==> src/rtl/spi_cmd_pkg.sv <==
// Shared definitions for the SPI command arbiter: SPI master register map,
// command-word encoding and the arbiter FSM state encoding.
package spi_cmd_pkg;

   // SPI master register addresses
   localparam logic [7:0] ADR_TX0    = 8'h00;
   localparam logic [7:0] ADR_CTRL   = 8'h10;
   localparam logic [7:0] ADR_DIVIDE = 8'h14;
   localparam logic [7:0] ADR_SS     = 8'h18;

   // CTRL bit that starts a transfer
   localparam logic [31:0] GO_MASK = 32'h0000_0100;

   // cmd_word[33:32] prefix marking a register write
   localparam logic [1:0] WR_FLAG = 2'b01;

   typedef enum logic [2:0] {
      ST_INIT_DIV,
      ST_INIT_CTRL,
      ST_IDLE,
      ST_WR_SS,
      ST_WR_TX,
      ST_WR_GO,
      ST_WAIT_INT
   } arb_state_e;

endpackage

==> src/rtl/spi_reg_writer.sv <==
// Three-cycle register write engine for the SPI master command port.
// A start pulse latches adr/data; the following cycle is the setup cycle
// (cmd_stb low), then cmd_stb is high for two cycles. adr/cmd_word stay
// constant for the whole write and hold their value afterwards.
// done_o is high during the last strobe cycle so the sequencer can issue
// the next start in that same cycle and keep writes back to back.
module spi_reg_writer
   import spi_cmd_pkg::*;
(
   input  logic        clk,
   input  logic        rst,
   input  logic        start_i,
   input  logic [7:0]  adr_i,
   input  logic [31:0] data_i,
   output logic [7:0]  adr_o,
   output logic [33:0] cmd_word_o,
   output logic        cmd_stb_o,
   output logic        done_o
);

   logic [1:0]  cnt_q,  cnt_d;
   logic [7:0]  adr_q,  adr_d;
   logic [33:0] word_q, word_d;
   logic        stb_q,  stb_d;

   // phase counter: 0 idle, 1 setup, 2/3 strobe
   always_comb begin
      cnt_d  = cnt_q;
      adr_d  = adr_q;
      word_d = word_q;
      stb_d  = 1'b0;
      if (start_i) begin
         cnt_d  = 2'd1;
         adr_d  = adr_i;
         word_d = {WR_FLAG, data_i};
      end else begin
         case (cnt_q)
            2'd1: begin
               cnt_d = 2'd2;
               stb_d = 1'b1;
            end
            2'd2: begin
               cnt_d = 2'd3;
               stb_d = 1'b1;
            end
            default: cnt_d = 2'd0;
         endcase
      end
   end

   // output registers
   always_ff @(posedge clk or posedge rst) begin
      if (rst) begin
         cnt_q  <= 2'd0;
         adr_q  <= 8'h00;
         word_q <= '0;
         stb_q  <= 1'b0;
      end else begin
         cnt_q  <= cnt_d;
         adr_q  <= adr_d;
         word_q <= word_d;
         stb_q  <= stb_d;
      end
   end

   assign adr_o      = adr_q;
   assign cmd_word_o = word_q;
   assign cmd_stb_o  = stb_q;
   assign done_o     = (cnt_q == 2'd3);

endmodule

==> src/rtl/spi_dac_cmd_arbiter.sv <==
// Round-robin arbiter sharing the SPI master command port between NREQ
// 16-bit requesters. After reset DIVIDE and CTRL are programmed once; then
// each granted word is sent as [SS write if target changed], TX0 write,
// CTRL|GO write, followed by a wait for the master's interrupt.
//
// Handshake: requester i raises req[i] with req_dat word i stable and holds
// both until gnt[i] pulses for one cycle; the word is captured on the edge
// that raises gnt. Dropping req before the grant withdraws the request.
module spi_dac_cmd_arbiter
   import spi_cmd_pkg::*;
#(
   parameter int          NREQ     = 4,
   parameter logic [31:0] DIVIDER  = 32'h0,
   parameter logic [31:0] CTRL_CFG = 32'h3010
) (
   input  logic             clk,
   input  logic             rst,
   input  logic [NREQ-1:0]  req,
   input  logic [16*NREQ-1:0] req_dat,
   output logic [NREQ-1:0]  gnt,
   input  logic             int_o,
   output logic [7:0]       adr,
   output logic [33:0]      cmd_word,
   output logic             cmd_stb,
   output logic             busy,
   output logic             init_done
);

   localparam int IW = (NREQ > 1) ? $clog2(NREQ) : 1;

   arb_state_e      state_q, state_d;
   logic [IW-1:0]   ptr_q, ptr_d;
   logic [IW-1:0]   last_ss_q, last_ss_d;
   logic            ss_valid_q, ss_valid_d;
   logic [15:0]     data_q, data_d;
   logic            busy_q, busy_d;
   logic [NREQ-1:0] gnt_q, gnt_d;
   logic            init_done_q, init_done_d;
   logic            div_pend_q, div_pend_d;
   logic            wait_first_q, wait_first_d;

   logic            wr_start;
   logic [7:0]      wr_adr;
   logic [31:0]     wr_data;
   logic            wr_done;

   logic [15:0]     words [NREQ];
   logic            pick_found;
   logic [IW-1:0]   pick_idx;

   for (genvar g = 0; g < NREQ; g++) begin : g_words
      assign words[g] = req_dat[16*g +: 16];
   end

   // round-robin pick: first set req bit after ptr_q, wrapping
   always_comb begin
      int j;
      j          = 0;
      pick_found = 1'b0;
      pick_idx   = '0;
      for (int k = NREQ; k >= 1; k--) begin
         j = (int'(ptr_q) + k) % NREQ;
         if (req[IW'(j)]) begin
            pick_found = 1'b1;
            pick_idx   = IW'(j);
         end
      end
   end

   // sequencer: next state, write launches and grant bookkeeping
   always_comb begin
      state_d      = state_q;
      ptr_d        = ptr_q;
      last_ss_d    = last_ss_q;
      ss_valid_d   = ss_valid_q;
      data_d       = data_q;
      busy_d       = busy_q;
      gnt_d        = '0;
      init_done_d  = init_done_q;
      div_pend_d   = div_pend_q;
      wait_first_d = wait_first_q;
      wr_start     = 1'b0;
      wr_adr       = ADR_TX0;
      wr_data      = '0;
      case (state_q)
         ST_INIT_DIV: begin
            if (div_pend_q) begin
               wr_start   = 1'b1;
               wr_adr     = ADR_DIVIDE;
               wr_data    = DIVIDER;
               div_pend_d = 1'b0;
            end else if (wr_done) begin
               wr_start = 1'b1;
               wr_adr   = ADR_CTRL;
               wr_data  = CTRL_CFG;
               state_d  = ST_INIT_CTRL;
            end
         end
         ST_INIT_CTRL: begin
            if (wr_done) begin
               init_done_d = 1'b1;
               state_d     = ST_IDLE;
            end
         end
         ST_IDLE: begin
            if (pick_found) begin
               gnt_d  = NREQ'(1) << pick_idx;
               ptr_d  = pick_idx;
               data_d = words[pick_idx];
               busy_d = 1'b1;
               wr_start = 1'b1;
               if (!ss_valid_q || (pick_idx != last_ss_q)) begin
                  wr_adr     = ADR_SS;
                  wr_data    = 32'h1 << pick_idx;
                  last_ss_d  = pick_idx;
                  ss_valid_d = 1'b1;
                  state_d    = ST_WR_SS;
               end else begin
                  wr_adr  = ADR_TX0;
                  wr_data = {16'h0, words[pick_idx]};
                  state_d = ST_WR_TX;
               end
            end
         end
         ST_WR_SS: begin
            if (wr_done) begin
               wr_start = 1'b1;
               wr_adr   = ADR_TX0;
               wr_data  = {16'h0, data_q};
               state_d  = ST_WR_TX;
            end
         end
         ST_WR_TX: begin
            if (wr_done) begin
               wr_start = 1'b1;
               wr_adr   = ADR_CTRL;
               wr_data  = CTRL_CFG | GO_MASK;
               state_d  = ST_WR_GO;
            end
         end
         ST_WR_GO: begin
            if (wr_done) begin
               wait_first_d = 1'b1;
               state_d      = ST_WAIT_INT;
            end
         end
         ST_WAIT_INT: begin
            // the master clears its interrupt on the GO access, so the
            // first cycle here may still show the previous level
            if (wait_first_q) begin
               wait_first_d = 1'b0;
            end else if (int_o) begin
               busy_d  = 1'b0;
               state_d = ST_IDLE;
            end
         end
         default: state_d = ST_INIT_DIV;
      endcase
   end

   // state and bookkeeping registers
   always_ff @(posedge clk or posedge rst) begin
      if (rst) begin
         state_q      <= ST_INIT_DIV;
         ptr_q        <= IW'(NREQ - 1);
         last_ss_q    <= '0;
         ss_valid_q   <= 1'b0;
         data_q       <= '0;
         busy_q       <= 1'b0;
         gnt_q        <= '0;
         init_done_q  <= 1'b0;
         div_pend_q   <= 1'b1;
         wait_first_q <= 1'b0;
      end else begin
         state_q      <= state_d;
         ptr_q        <= ptr_d;
         last_ss_q    <= last_ss_d;
         ss_valid_q   <= ss_valid_d;
         data_q       <= data_d;
         busy_q       <= busy_d;
         gnt_q        <= gnt_d;
         init_done_q  <= init_done_d;
         div_pend_q   <= div_pend_d;
         wait_first_q <= wait_first_d;
      end
   end

   spi_reg_writer u_writer (
      .clk        (clk),
      .rst        (rst),
      .start_i    (wr_start),
      .adr_i      (wr_adr),
      .data_i     (wr_data),
      .adr_o      (adr),
      .cmd_word_o (cmd_word),
      .cmd_stb_o  (cmd_stb),
      .done_o     (wr_done)
   );

   assign gnt       = gnt_q;
   assign busy      = busy_q;
   assign init_done = init_done_q;

endmodule

==> config.mk <==
export PLATFORM = sky130hd
export DESIGN_NAME = spi_dac_cmd_arbiter
export DESIGN_NICKNAME = d
export VERILOG_FILES = /design/src/rtl/spi_cmd_pkg.sv /design/src/rtl/spi_reg_writer.sv /design/src/rtl/spi_dac_cmd_arbiter.sv
export SDC_FILE = /design/constraint.sdc
export NUM_CORES = 1
export LEC_CHECK = 0
export BUFFER_PORTS_ARGS = -buffer_cell sky130_fd_sc_hd__buf_2
export CELL_PAD_IN_SITES_DETAIL_PLACEMENT = 1
export CELL_PAD_IN_SITES_GLOBAL_PLACEMENT = 1
export CORE_MARGIN = 1.5
export CORE_UTILIZATION = 34
export CTS_BUF_LIST = sky130_fd_sc_hd__clkbuf_4
export DETAILED_ROUTE_END_ITERATION = 12
export GPL_TIMING_DRIVEN = 0
export HOLD_SLACK_MARGIN = 0.15
export PLACE_DENSITY = 0.78
export SETUP_SLACK_MARGIN = 0.15
export SLEW_MARGIN = 20
export SYNTH_ARGS = -nofsm -noshare
export SYNTH_HDL_FRONTEND = slang
export SYNTH_SLANG_ARGS = --single-unit
==> constraint.sdc <==
create_clock -name clk -period 1.9 [get_ports clk]
set_clock_uncertainty 0.05 [all_clocks]
set_input_delay 0.38 -clock clk [delete_from_list [all_inputs] [get_ports clk]]
set_output_delay 0.38 -clock clk [all_outputs]
set_load 0.01 [all_outputs]
# --- Yosys cells after proc, flatten, opt, wreduce, memory -nomap -nowiden ---
# Cells that the tools add are included.
op_classes:
  shift: 2
  div: 0
  mux: 62
  n_eq_ne: 19
  n_addsub: 4
  magnitude_cmp: 5
  multipliers: 0
  n_bitwise: 1
  n_reduce_logical: 13
ops:
  columns: ["operator", "n"]
  rows:
  - ["one-hot mux 32 bit (4 select lines)", 1]
  - ["2-to-1 mux 32 bit", 2]
  - ["2-to-1 mux 16 bit", 3]
  - ["2-to-1 mux 14 bit", 3]
  - ["binary-select mux 16 bit (select 2 bit)", 1]
  - ["<< shifter 1 x 2 -> 32 bit (first input constant)", 1]
  - ["2-to-1 mux 3 bit", 10]
  - ["2-to-1 mux 1 bit", 21]
  - ["one-hot mux 3 bit (7 select lines)", 1]
  - ["2-to-1 mux 5 bit", 4]
  - ["less-than comparator 2 x 4 -> 1 bit (second input constant)", 4]
  - ["one-hot mux 5 bit (3 select lines)", 1]
  - ["2-to-1 mux 2 bit", 5]
  - ["inequality test 2 x 1 -> 1 bit (second input constant)", 5]
  - ["equality test 3 bit (second input constant)", 3]
  - ["AND reduction 9 bit", 1]
  - ["binary-select mux 1 bit (select 2 bit)", 4]
  - ["2-to-1 mux 4 bit", 2]
  - ["inequality test 2 bit (second input constant)", 4]
  - ["equality test 3 x 2 -> 1 bit (second input constant)", 2]
  - ["AND reduction 2 bit", 3]
  - ["adder 2 x 1 -> 2 bit (second input constant)", 2]
  - ["adder 2 bit (second input constant)", 2]
  - ["equality test 2 bit (second input constant)", 2]
  - ["16 further kinds", 19]
word_totals:
  mem_bits_ro: 0
  wordCells: 120
  reg_bits: 76
  latchBits: 0
  in_bits: 71
  output_inout_bits: 49
  ramBits: 0
  n_memories: 0

# --- Longest topological paths before layout ---
# Gate-level depths: netlist of the first run.
depth:
  word_depth: 15
  mapped_depth: 9
  mapped_depth_nobuf: 7

# --- Cells and area by module ---
# A second synthesis of the first run with hierarchy kept.
hier_totals:
  hier_cells: 348
  area_unflattened_um2: 4137.7
modules_own_cells:
  columns: ["module", "cells_per_inst", "n_inst", "seq_area_each_um2", "area_per_inst_um2"]
  rows:
  - ["spi_dac_cmd_arbiter", 251, 1, 804.5, 2326.0]
  - ["spi_reg_writer", 97, 1, 1076.0, 1811.7]

# --- Worst setup path before layout of the first run ---
# Ideal clock, no wire load.
synth_path:
  path_type: "register to register"
  from: "register ptr_q[0]"
  to: "register state_q[1]"
  slack_ns: -0.193
  setup_time_ns: 0.121
  arrival_time_ns: 1.922
  path_buffers: 2
  period_less_slack_ns: 2.093
  path_stages_with_launch: 9
  t_required_ns: 1.729
  cell_sequence: "dfstp_2 -> buf_2 -> nor2b_1 -> a21oi_2 -> nand2_2 -> a221oi_2 -> buf_6 -> nand3_2 -> a22o_1"
synth_via:
  elab_chain_len: 13
  elab_cells_between_ends: 31
  classes_between: "add/sub (4); eq/ne (2); mux (23); reduce/logical (2)"
synth_rtl:
  columns: ["item", "line_no", "rtl"]
  rows:
  - ["from (decl)", "spi_dac_cmd_arbiter.sv:32", "logic [IW-1:0] ptr_q, ptr_d;"]
  - ["from (signal assigned)", "spi_dac_cmd_arbiter.sv:165", "ptr_q <= IW'(NREQ - 1);"]
  - ["from (signal assigned)", "spi_dac_cmd_arbiter.sv:176", "ptr_q <= ptr_d;"]
  - ["adder 2 x 1 -> 2 bit", "spi_dac_cmd_arbiter.sv:62", "j = (int'(ptr_q) + k) % NREQ;"]
  - ["binary-select mux 1 bit (select 2 bit)", "spi_dac_cmd_arbiter.sv:63", "if (req[IW'(j)]) begin"]
  - ["2-to-1 mux 1 bit (not written as such) (2 in a row)", "spi_dac_cmd_arbiter.sv:63", null]
  - ["2-to-1 mux 2 bit (4 in a row)", "spi_dac_cmd_arbiter.sv:63", null]
  - ["inequality test 2 bit", "spi_dac_cmd_arbiter.sv:112", "if (!ss_valid_q || (pick_idx != last_ss_q)) begin"]
  - ["logical OR 1 bit", "spi_dac_cmd_arbiter.sv:112", null]
  - ["2-to-1 mux 3 bit", "spi_dac_cmd_arbiter.sv:112", null]
  - ["2-to-1 mux 3 bit", "spi_dac_cmd_arbiter.sv:106", "if (pick_found) begin"]
  - ["one-hot mux 3 bit (7 select lines)", "spi_dac_cmd_arbiter.sv:85", "case (state_q)"]
  - ["to (signal assigned)", "spi_dac_cmd_arbiter.sv:175", "state_q <= state_d;"]
  - ["to (decl)", "spi_dac_cmd_arbiter.sv:31", "arb_state_e state_q, state_d;"]
# Several ways; a longest one is shown, not always the timed one. The select of a mux whose other input is x is not followed.
# A chain may end at the register's enable or synchronous reset.

# --- Worst setup path in the final report of the first run ---
layout_path:
  from: "register ptr_q[1]"
  to: "register state_q[1]"
# The elaborated chain is that of the path after synthesis.

==> results of run 1 <==
-- through the flow --
step | setup TNS [ps] | power, mW | area [sq um] | util, % | hold WS [ps]
2_1_floorplan | -1970 | 3.91 | 3370 | - | 385
4_1_cts | -7560 | 6.12 | 4510 | 51.0 | 333
3_3_place_gp | -42600 | 4.67 | 3990 | 45.1 | 396
6_report | -8320 | 6.41 | 4660 | 52.7 | 334
5_1_grt | -12140 | 6.81 | 4660 | 52.7 | 325
3_5_place_dp | -16990 | 4.81 | 3990 | 45.1 | 410
-- power by group through the flow --
stage	combinational (mW)	clock, mW	sequential [mW]
2_1_floorplan	1.98	0	1.93
6_report	3.83	0.668	1.92
4_1_cts	3.55	0.674	1.90
3_3_place_gp	2.79	0	1.89
5_1_grt	4.13	0.715	1.97
3_5_place_dp	2.89	0	1.92
-- tightest hold or removal path: stages --
cell	delay, ps
buf_2	100
o21ai_2	70
a311oi_4	110
nand2_1	60
nand2_1	40
-- layer usage --
layer / part of all wire [%] / routed length, um / up-vias
li1: - / - / 1490
met1: 43 / 4660 / 1575
met2: 52 / 5660 / 101
met3: 4.3 / 472 / 6
met4: 0.59 / 64 / 0
met5: 0 / 0 / -
-- cell families (layout without fill, tap and decap cells) --
family | after synthesis | after routing | synth area share [%]
AOI/OAI and AO/OA | 117 | 117 | 26.4
xor gates and xnor gates | 1 | 1 | 0.278
adders and majority gates | 2 | 2 | 0.793
buffers and inverters | 53 | 182 | 10.2
DFF | 54 | 54 | 43.0
muxes | 14 | 14 | 4.56
other | 1 | 22 | 0.119
and+or+nand+nor | 95 | 95 | 14.7
-- area by class of cell --
type	instances	area [sq um]	area share [%]
plain buffers	48	463	9.94
clock buffers	5	37.5	0.806
well taps	108	135	2.90
multi-input cells	251	1920	41.2
inverters	5	28.8	0.618
repair buffers	121	676	14.5
flip-flops and latches	54	1360	29.1
clock inverters	3	42.5	0.913
-- sequential cells by signal, summed over array words and instances (netlist names) --
name	count
wait_first_q	1
div_pend_q	1
u_writer.adr_o	3
ss_valid_q	1
u_writer.cmd_word_o	17
gnt	4
u_writer.cnt_q	2
busy	1
ptr_q	2
last_ss_q	2
init_done	1
state_q	3
data_q	16
-- cell usage after synthesis (all sizes together) (4+ instances only) --
library cell / instances / area [sq um]
mux2i: 11 / 110
nand3: 16 / 85.1
buf: 36 / 258
o21ai: 28 / 140
dfrtp: 51 / 1280
a31oi: 4 / 40.0
a21oi: 11 / 58.8
a21o: 16 / 120
nor2: 15 / 56.3
clkbuf: 12 / 45.0
inv: 5 / 18.8
nor2b: 6 / 37.5
nand2b: 6 / 37.5
o22ai: 14 / 87.6
nand2: 35 / 134
a22oi: 10 / 75.1
a311oi: 14 / 129
nor3: 4 / 20.0
-- path summary, 6_finish.rpt --
kind                       slack (ps)                      end
min in group asynchronous         580  u_writer.cmd_word_o[32]
setup / recovery                 -330               state_q[1]
hold / removal                    330  u_writer.cmd_word_o[10]
setup reg to reg                 -330               state_q[1]
max in group asynchronous         760               state_q[1]
hold reg to reg                   440                init_done
-- timing repair --
item / in CTS / in global routing
gates resized for setup: 70 / 24
cloned: 2 / 0
endpoints found under the setup margin: 50 / 49
hold endpoints to repair: 51 / 0
pin swaps: 12 / 4
hold buffers: 1 / 0
setup buffers: 15 / 7
==> impl_metrics.yaml, run 1 <==
status:
  status: "finished with violations"
  failed_checks: "setup timing"
finish:
  final_cell_mix: "buf_2, dfrtp_1, buf_4"
  diodes: 0
  nFillCells: 1047
  drive_above_1_share_pct: 48.7
  mostFrequentLayoutCell: "buf_2"
  fin_cells: 595
  fin_nets: 559
  syn2layout_area_growth_pct: 47.7
critical_path:
  path_max_fanout: 5
  reg2reg_from: "ptr_q[1]"
  crit_buf_inv: 2
  cp_top_family: "compound AO/OA/AOI/OAI gates"
  slowest_delay_ps: 590
  worstSetupStartpoint: "ptr_q[1]"
  cp.depth: 8
  reg2reg_depth: 8
  crit_arrival_ps: 2470
  cpMostUsedCell: "buf_6"
  worst_ep_required_time_ps: 2130
  critical_path_class: "reg2reg"
  slowest_stage: "dfstp_2"
  end_kind: "flop"
  cp-start-kind: "flop"
  cp_cell_sequence: "buf_6, mux2i_4, or3_4, o221a_1, a221oi_4, buf_6, nand3_2, a22o_1"
min_path:
  hold_path_class: "in2reg"
  hold_start: "req_dat[26]"
  holdPathStages: 5
synthesis:
  ys_types: 55
  syn-instance-count: 337
  synthArstFlopShare_pct: 100
  syn_area_sq_um: 3150
  ys_ff_latch: 54
  synth-edff-count: 0
  seq_area_frac_synth_pct: 43.0
  yosysWarnings: 0
  syn_avg_cell_area_sq_um: 9.36
  synthFlopType: "dfrtp_1"
route:
  vias_per_cell: 5.33
  final_antenna_net_count: 0
  wl_mm: 10.9
  drc: 0
  via_count: 3172
  wl_per_cell_um: 18.2
  dr.pass1.iters: 8
  drt_iter0_markers: 109
flow_run:
  max_cap_viol_count: 0
floorplan:
  core.rowCount: 34
  die_w_um: 99.3
  core_region_area_sq_um: 8850
  start_util_pct: 35.6
  die_area_sq_um: 9860
  die_h_um: 99.3
  ios: 120
grt:
  grt_pass1_wl_mm: 17.3
  grtUsageTotal_pct: 22.1
  overflow: 0
  antenna_found_initial: 0
  gr-usage-met3_pct: 3.09
  grt_max_degree: 55
  first_global_vias: 3335
  met1_usage_pct: 29.7
  met2_usage_pct: 38.8
  busiest_layer: "met2"
place:
  io_buffers: 96
  hpwl_mm: 7.62
  placed_cells: 562
  gp_congestion: 0.781
  dp_slack_ps: -561
clock_tree:
  cts-root-buf: "clkbuf_4"
  cts_buffer_depth: 2
  clk-insertion-delay-late_ps: 390
  htreeDepth: 2
  cts_made_buffers: 5
  cts_tree: "done"
  path_clk_slew_ps: 170
  cts_sinks: 54
power_and_ir_drop:
  clock_power_share_pct: 10.4
  p_int_mw: 3.66
  p_leak_nw: 2.28
  p_seq_share_pct: 29.9
  switching_share_pct: 42.9
  peakVddDrop_v: 0.000475
  p_comb_share_pct: 59.7
  p_sw_mw: 2.75
  power_density_nw_per_um2: 1380
timing:
  fin_ws_ps: -335
  timing_worst_slew_pin_value_ps: 688
  relSlewSlack_pct: 54.1
  post-route-period-util_pct: 118
  rsz0062_at_grt: "true"
  hold_viol: 0
  slew_violations: 0
  fin_crit_ps: 2230
  clock.fmax_ghz: 0.447
  finalSetupViolCount: 39
(Power assumes the default switching activity.)
==> run 2: changes to the inputs <==
--- a/config.mk
+++ b/config.mk
@@ -16,7 +16,7 @@
 export HOLD_SLACK_MARGIN = 0.15
 export PLACE_DENSITY = 0.78
 export SETUP_SLACK_MARGIN = 0.15
-export SLEW_MARGIN = 20
+export SKIP_LAST_GASP = 1
 export SYNTH_ARGS = -nofsm -noshare
 export SYNTH_HDL_FRONTEND = slang
 export SYNTH_SLANG_ARGS = --single-unit
==> impl_metrics.yaml, run 2 (synthesis gave the netlist of run 1 again) <==
status:
  status: "finished with violations"
  failed_checks: "setup timing"
grt:
  first_global_vias: 3298
  overflow: 0
  grt_max_degree: 44
  met1_usage_pct: 28.2
  grtUsageTotal_pct: 21.4
  gr-usage-met3_pct: 3.30
  grt_pass1_wl_mm: 16.8
  antenna_found_initial: 0
  met2_usage_pct: 37.2
  busiest_layer: "met2"
min_path:
  hold_start: "req_dat[59]"
  hold_path_class: "in2reg"
place:
  io_buffers: 96
  hpwl_mm: 7.64
  dpl_cell_area_sq_um: 4010
  gp_congestion: 0.781
finish:
  syn2layout_area_growth_pct: 57.4
  largest_reg_flops: 17
  diodes: 0
  nFillCells: 1045
  final_cell_mix: "buf_2, buf_4, dfrtp_1"
  stdcell_area_sq_um: 4960
  fin_nets: 573
  final_core_util_pct: 56.1
  drive_above_1_share_pct: 53.3
  mostFrequentLayoutCell: "buf_2"
floorplan:
  core.rowCount: 34
  die_area_sq_um: 9860
  start_util_pct: 35.6
  ios: 120
  die_w_um: 99.3
  core_region_area_sq_um: 8850
  die_h_um: 99.3
route:
  via_count: 3238
  dr.pass1.iters: 6
  vias_per_cell: 5.32
  drt_iter0_markers: 78
  wl_per_cell_um: 19.0
  wl_mm: 11.6
  drc: 0
  final_antenna_net_count: 0
clock_tree:
  clk-insertion-delay-late_ps: 390
  cts_made_buffers: 5
  cts_buffer_depth: 2
  cts-root-buf: "clkbuf_4"
  htreeDepth: 2
  path_clk_slew_ps: 170
  cts_tree: "done"
  cts_sinks: 54
critical_path:
  r2r_setup_slack_ps: -410
  end_kind: "flop"
  crit_arrival_ps: 2540
  critical_path_class: "reg2reg"
  worstSetupStartpoint: "ptr_q[1]"
  path_max_fanout: 5
  reg2reg_depth: 7
  rr_endpoint: "u_writer.cmd_word_o[2]"
  crit_end: "u_writer.cmd_word_o[2]"
  worst_ep_required_time_ps: 2130
  cp-start-kind: "flop"
  reg2reg_from: "ptr_q[1]"
power_and_ir_drop:
  p_leak_nw: 2.41
  power_density_nw_per_um2: 1400
  peakVddDrop_v: 0.000479
timing:
  fin_crit_ps: 2310
  hold_viol: 0
  slew_violations: 0
  fin_ws_ps: -412
  clock.fmax_ghz: 0.433
  finalSetupViolCount: 37
  post-route-period-util_pct: 122
  rsz0062_at_grt: "true"
  setup_tns_ps: -9670
flow_run:
  max_cap_viol_count: 0
## run 2: cell types whose count changed in the layout (fill, tap and decap cells not counted), sizes merged
cell,delta
buf,+19
clkbuf,-5
## run 2: layout make-up
type	instances	area, sq um	area share, %
Tap cell	108	135	2.72
Multi-Input combinational cell	251	2030	40.8
Sequential cell	54	1360	27.3
Clock buffer	5	37.5	0.756
Inverter	5	26.3	0.529
Timing Repair Buffer	135	862	17.4
Buffer	48	479	9.65
Clock inverter	3	42.5	0.857
## run 2: how the worst min path moves through the flow
| stage | slack [ps] | cells past startpoint | to |
|---|---|---|---|
| 2_1_floorplan | 380 | 1 | ss_valid_q |
| 3_3_place_gp | 400 | 1 | init_done |
| 3_5_place_dp | 300 | 2 | u_writer.cmd_word_o[32] |
| 4_1_cts | 340 | 5 | u_writer.cmd_word_o[11] |
| 5_1_grt | 310 | 5 | u_writer.cmd_word_o[11] |
| 6_report | 330 | 5 | u_writer.cmd_word_o[11] |
## run 2: report_power, final
group | switching (mW) | internal, mW
registers | 0.322 | 1.61
clock network | 0.387 | 0.278
logic | 2.24 | 2.13
## run 2: through the flow
stage	total power, mW	hold WS [ps]	setup WS, ps	cells
floorplan	3.91	385	-166	358
global placement	4.67	396	-550	562
detailed placement	4.81	298	-558	563
CTS	6.01	337	-314	587
global route	7.37	310	-439	609
finish	6.97	325	-412	609
## run 2: timing repair
action,4_1_cts,5_1_grt
cloned,2,1
buffers inserted,13,21
hold buffers,1,0
endpoints found under the hold margin,11,0
resized for setup,51,83
pin swaps,10,22
endpoints found under the setup margin,49,46
## run 2: metal layers
layer	vias to the layer above	routed length, um
met4	0	201
met5	-	0
met2	100	6140
met3	19	483
met1	1597	4760
li1	1522	-
## run 2: worst max-delay path, cell delays in order, from the launching register on
cell and delay [ps]:
dfstp_2 420, buf_2 150, or3b_4 410, o221a_4 310
a221oi_4 380, buf_6 190, mux2i_1 210, a21oi_1 100
==> run 3: changes to the inputs <==
--- a/config.mk
+++ b/config.mk
@@ -9,12 +9,13 @@
 export CELL_PAD_IN_SITES_DETAIL_PLACEMENT = 1
 export CELL_PAD_IN_SITES_GLOBAL_PLACEMENT = 1
 export CORE_MARGIN = 1.5
-export CORE_UTILIZATION = 34
-export CTS_BUF_LIST = sky130_fd_sc_hd__clkbuf_4
+export CORE_UTILIZATION = 33
+export CTS_BUF_LIST = sky130_fd_sc_hd__clkbuf_16
+export CTS_CLUSTER_DIAMETER = 100
 export DETAILED_ROUTE_END_ITERATION = 12
 export GPL_TIMING_DRIVEN = 0
 export HOLD_SLACK_MARGIN = 0.15
-export PLACE_DENSITY = 0.78
+export PLACE_DENSITY = 0.76
 export SETUP_SLACK_MARGIN = 0.15
 export SKIP_LAST_GASP = 1
 export SYNTH_ARGS = -nofsm -noshare
==> impl_metrics.yaml, run 3 (synthesis gave the netlist of run 1 again) <==
min_path:
  hold_start: "u_writer.cmd_word_o[32]"
  hold_path_class: "reg2reg"
  holdPathStages: 1
  hold_end: "u_writer.cmd_word_o[32]"
timing:
  fin_ws_ps: -442
  rsz0062_at_grt: "true"
  timing_worst_slew_pin_value_ps: 554
  post-route-period-util_pct: 123
  fin_crit_ps: 2340
  finalSetupViolCount: 42
  relSlewSlack_pct: 62.9
  hold_viol: 0
  clock.fmax_ghz: 0.427
  slew_violations: 0
finish:
  diodes: 0
  syn2layout_area_growth_pct: 64.6
  drive_above_1_share_pct: 52.5
  multi_input_comb_area_sq_um: 2040
  mostFrequentLayoutCell: "buf_2"
  fin_nets: 579
  stdcell_area_sq_um: 5190
  largest_reg_flops: 17
  fin_cells: 636
  seqCellArea_sq_um: 1360
  final_core_util_pct: 56.2
  final_cell_mix: "buf_2, dfrtp_1, buf_4"
  nFillCells: 1050
floorplan:
  core.rowCount: 35
  ios: 120
  die_area_sq_um: 10200
  die_w_um: 101
  core_region_area_sq_um: 9240
  die_h_um: 101
  start_util_pct: 34.1
status:
  status: "finished with violations"
  failed_checks: "setup timing"
flow_run:
  max_cap_viol_count: 0
power_and_ir_drop:
  power_density_nw_per_um2: 1480
  p_leak_nw: 2.51
  peakVddDrop_v: 0.000492
place:
  gp_congestion: 0.778
  io_buffers: 96
  dpl_cell_area_sq_um: 4030
  placed_cells: 584
  hpwl_mm: 7.61
  dp_slack_ps: -514
clock_tree:
  path_clk_slew_ps: 70
  cts_made_buffers: 5
  htreeDepth: 2
  clk-insertion-delay-late_ps: 300
  cts_sinks: 54
  cts_buffer_depth: 2
  cts_tree: "done"
  cts-root-buf: "clkbuf_16"
route:
  wl_mm: 12.9
  via_count: 3339
  final_antenna_net_count: 0
  dr.pass1.iters: 4
  drc: 0
  drt_iter0_markers: 146
  wl_per_cell_um: 20.3
  vias_per_cell: 5.25
grt:
  gr-usage-met3_pct: 3.61
  grt_pass1_wl_mm: 18.6
  grtUsageTotal_pct: 23.5
  met2_usage_pct: 42.3
  grt_max_degree: 42
  antenna_found_initial: 0
  met1_usage_pct: 29.8
  first_global_vias: 3433
  overflow: 0
  busiest_layer: "met2"
critical_path:
  path_max_fanout: 5
  end_kind: "flop"
  critical_path_class: "reg2reg"
  crit_arrival_ps: 2470
  worst_ep_required_time_ps: 2030
  cp-start-kind: "flop"
  r2r_setup_slack_ps: -440
  reg2reg_depth: 7
  reg2reg_from: "ptr_q[1]"
  rr_endpoint: "u_writer.cmd_word_o[0]"
## run 3: cell types whose count changed in the layout (fill, tap and decap cells not counted), sizes merged
cell and delta:
buf +1, clkbuf +5
## run 3: per-layer routing
metal,vias to the layer above,part of all wire [%],wire (um)
li1,1532,-,-
met5,-,0,0
met3,29,5.8,745
met4,0,3.4,442
met2,124,53,6880
met1,1654,37,4840
## run 3: how the worst max path moves through the flow
stage              from                      end  cells past startpoint
3_3_place_gp        rst                   gnt[3]                      2
4_1_cts        ptr_q[1]  u_writer.cmd_word_o[12]                      9
3_5_place_dp     req[3]   u_writer.cmd_word_o[5]                      9
6_report       ptr_q[1]   u_writer.cmd_word_o[0]                      7
5_1_grt        ptr_q[1]   u_writer.cmd_word_o[0]                      7
2_1_floorplan    req[2]               state_q[1]                      7
## run 3: what timing repair did
item | in CTS | in global routing
resized for setup | 76 | 66
pin swaps | 18 | 14
endpoints found under the hold margin | 12 | 0
gates cloned | 6 | 1
hold buffers | 1 | 0
endpoints found under the setup margin | 49 | 46
setup buffers | 20 | 18
## run 3: stage by stage
stage	hold slack, ps	power [mW]	TNS [ps]
after floorplan	385	3.91	-1970
after global placement	395	4.69	-42270
after detailed placement	311	4.82	-16590
after CTS	425	6.76	-7230
after global routing	450	8.07	-14400
final	416	7.68	-11840
## run 3: power by group
part	switching (mW)	internal (mW)	total [mW]
clock network	0.438	0.623	1.06
registers	0.333	1.62	1.95
logic	2.47	2.20	4.66
## run 3: layout make-up
cell class | instances | share of cell area [%]
timing repair buffer | 142 | 18.9
multi-input combinational | 251 | 39.3
sequential | 54 | 26.1
clock inverter | 3 | 0.819
inverter | 5 | 0.506
clock buffer | 5 | 2.41
tap | 129 | 3.11
buffer | 47 | 8.80
## run 3: worst max-delay path, cell delays in order, from the launching register on
cell      delay [ps]
dfstp_2          390
buf_2            150
or3b_4           420
o221a_1          320
a221oi_4         350
buf_6            200
mux2i_1          230
a21oi_1          110
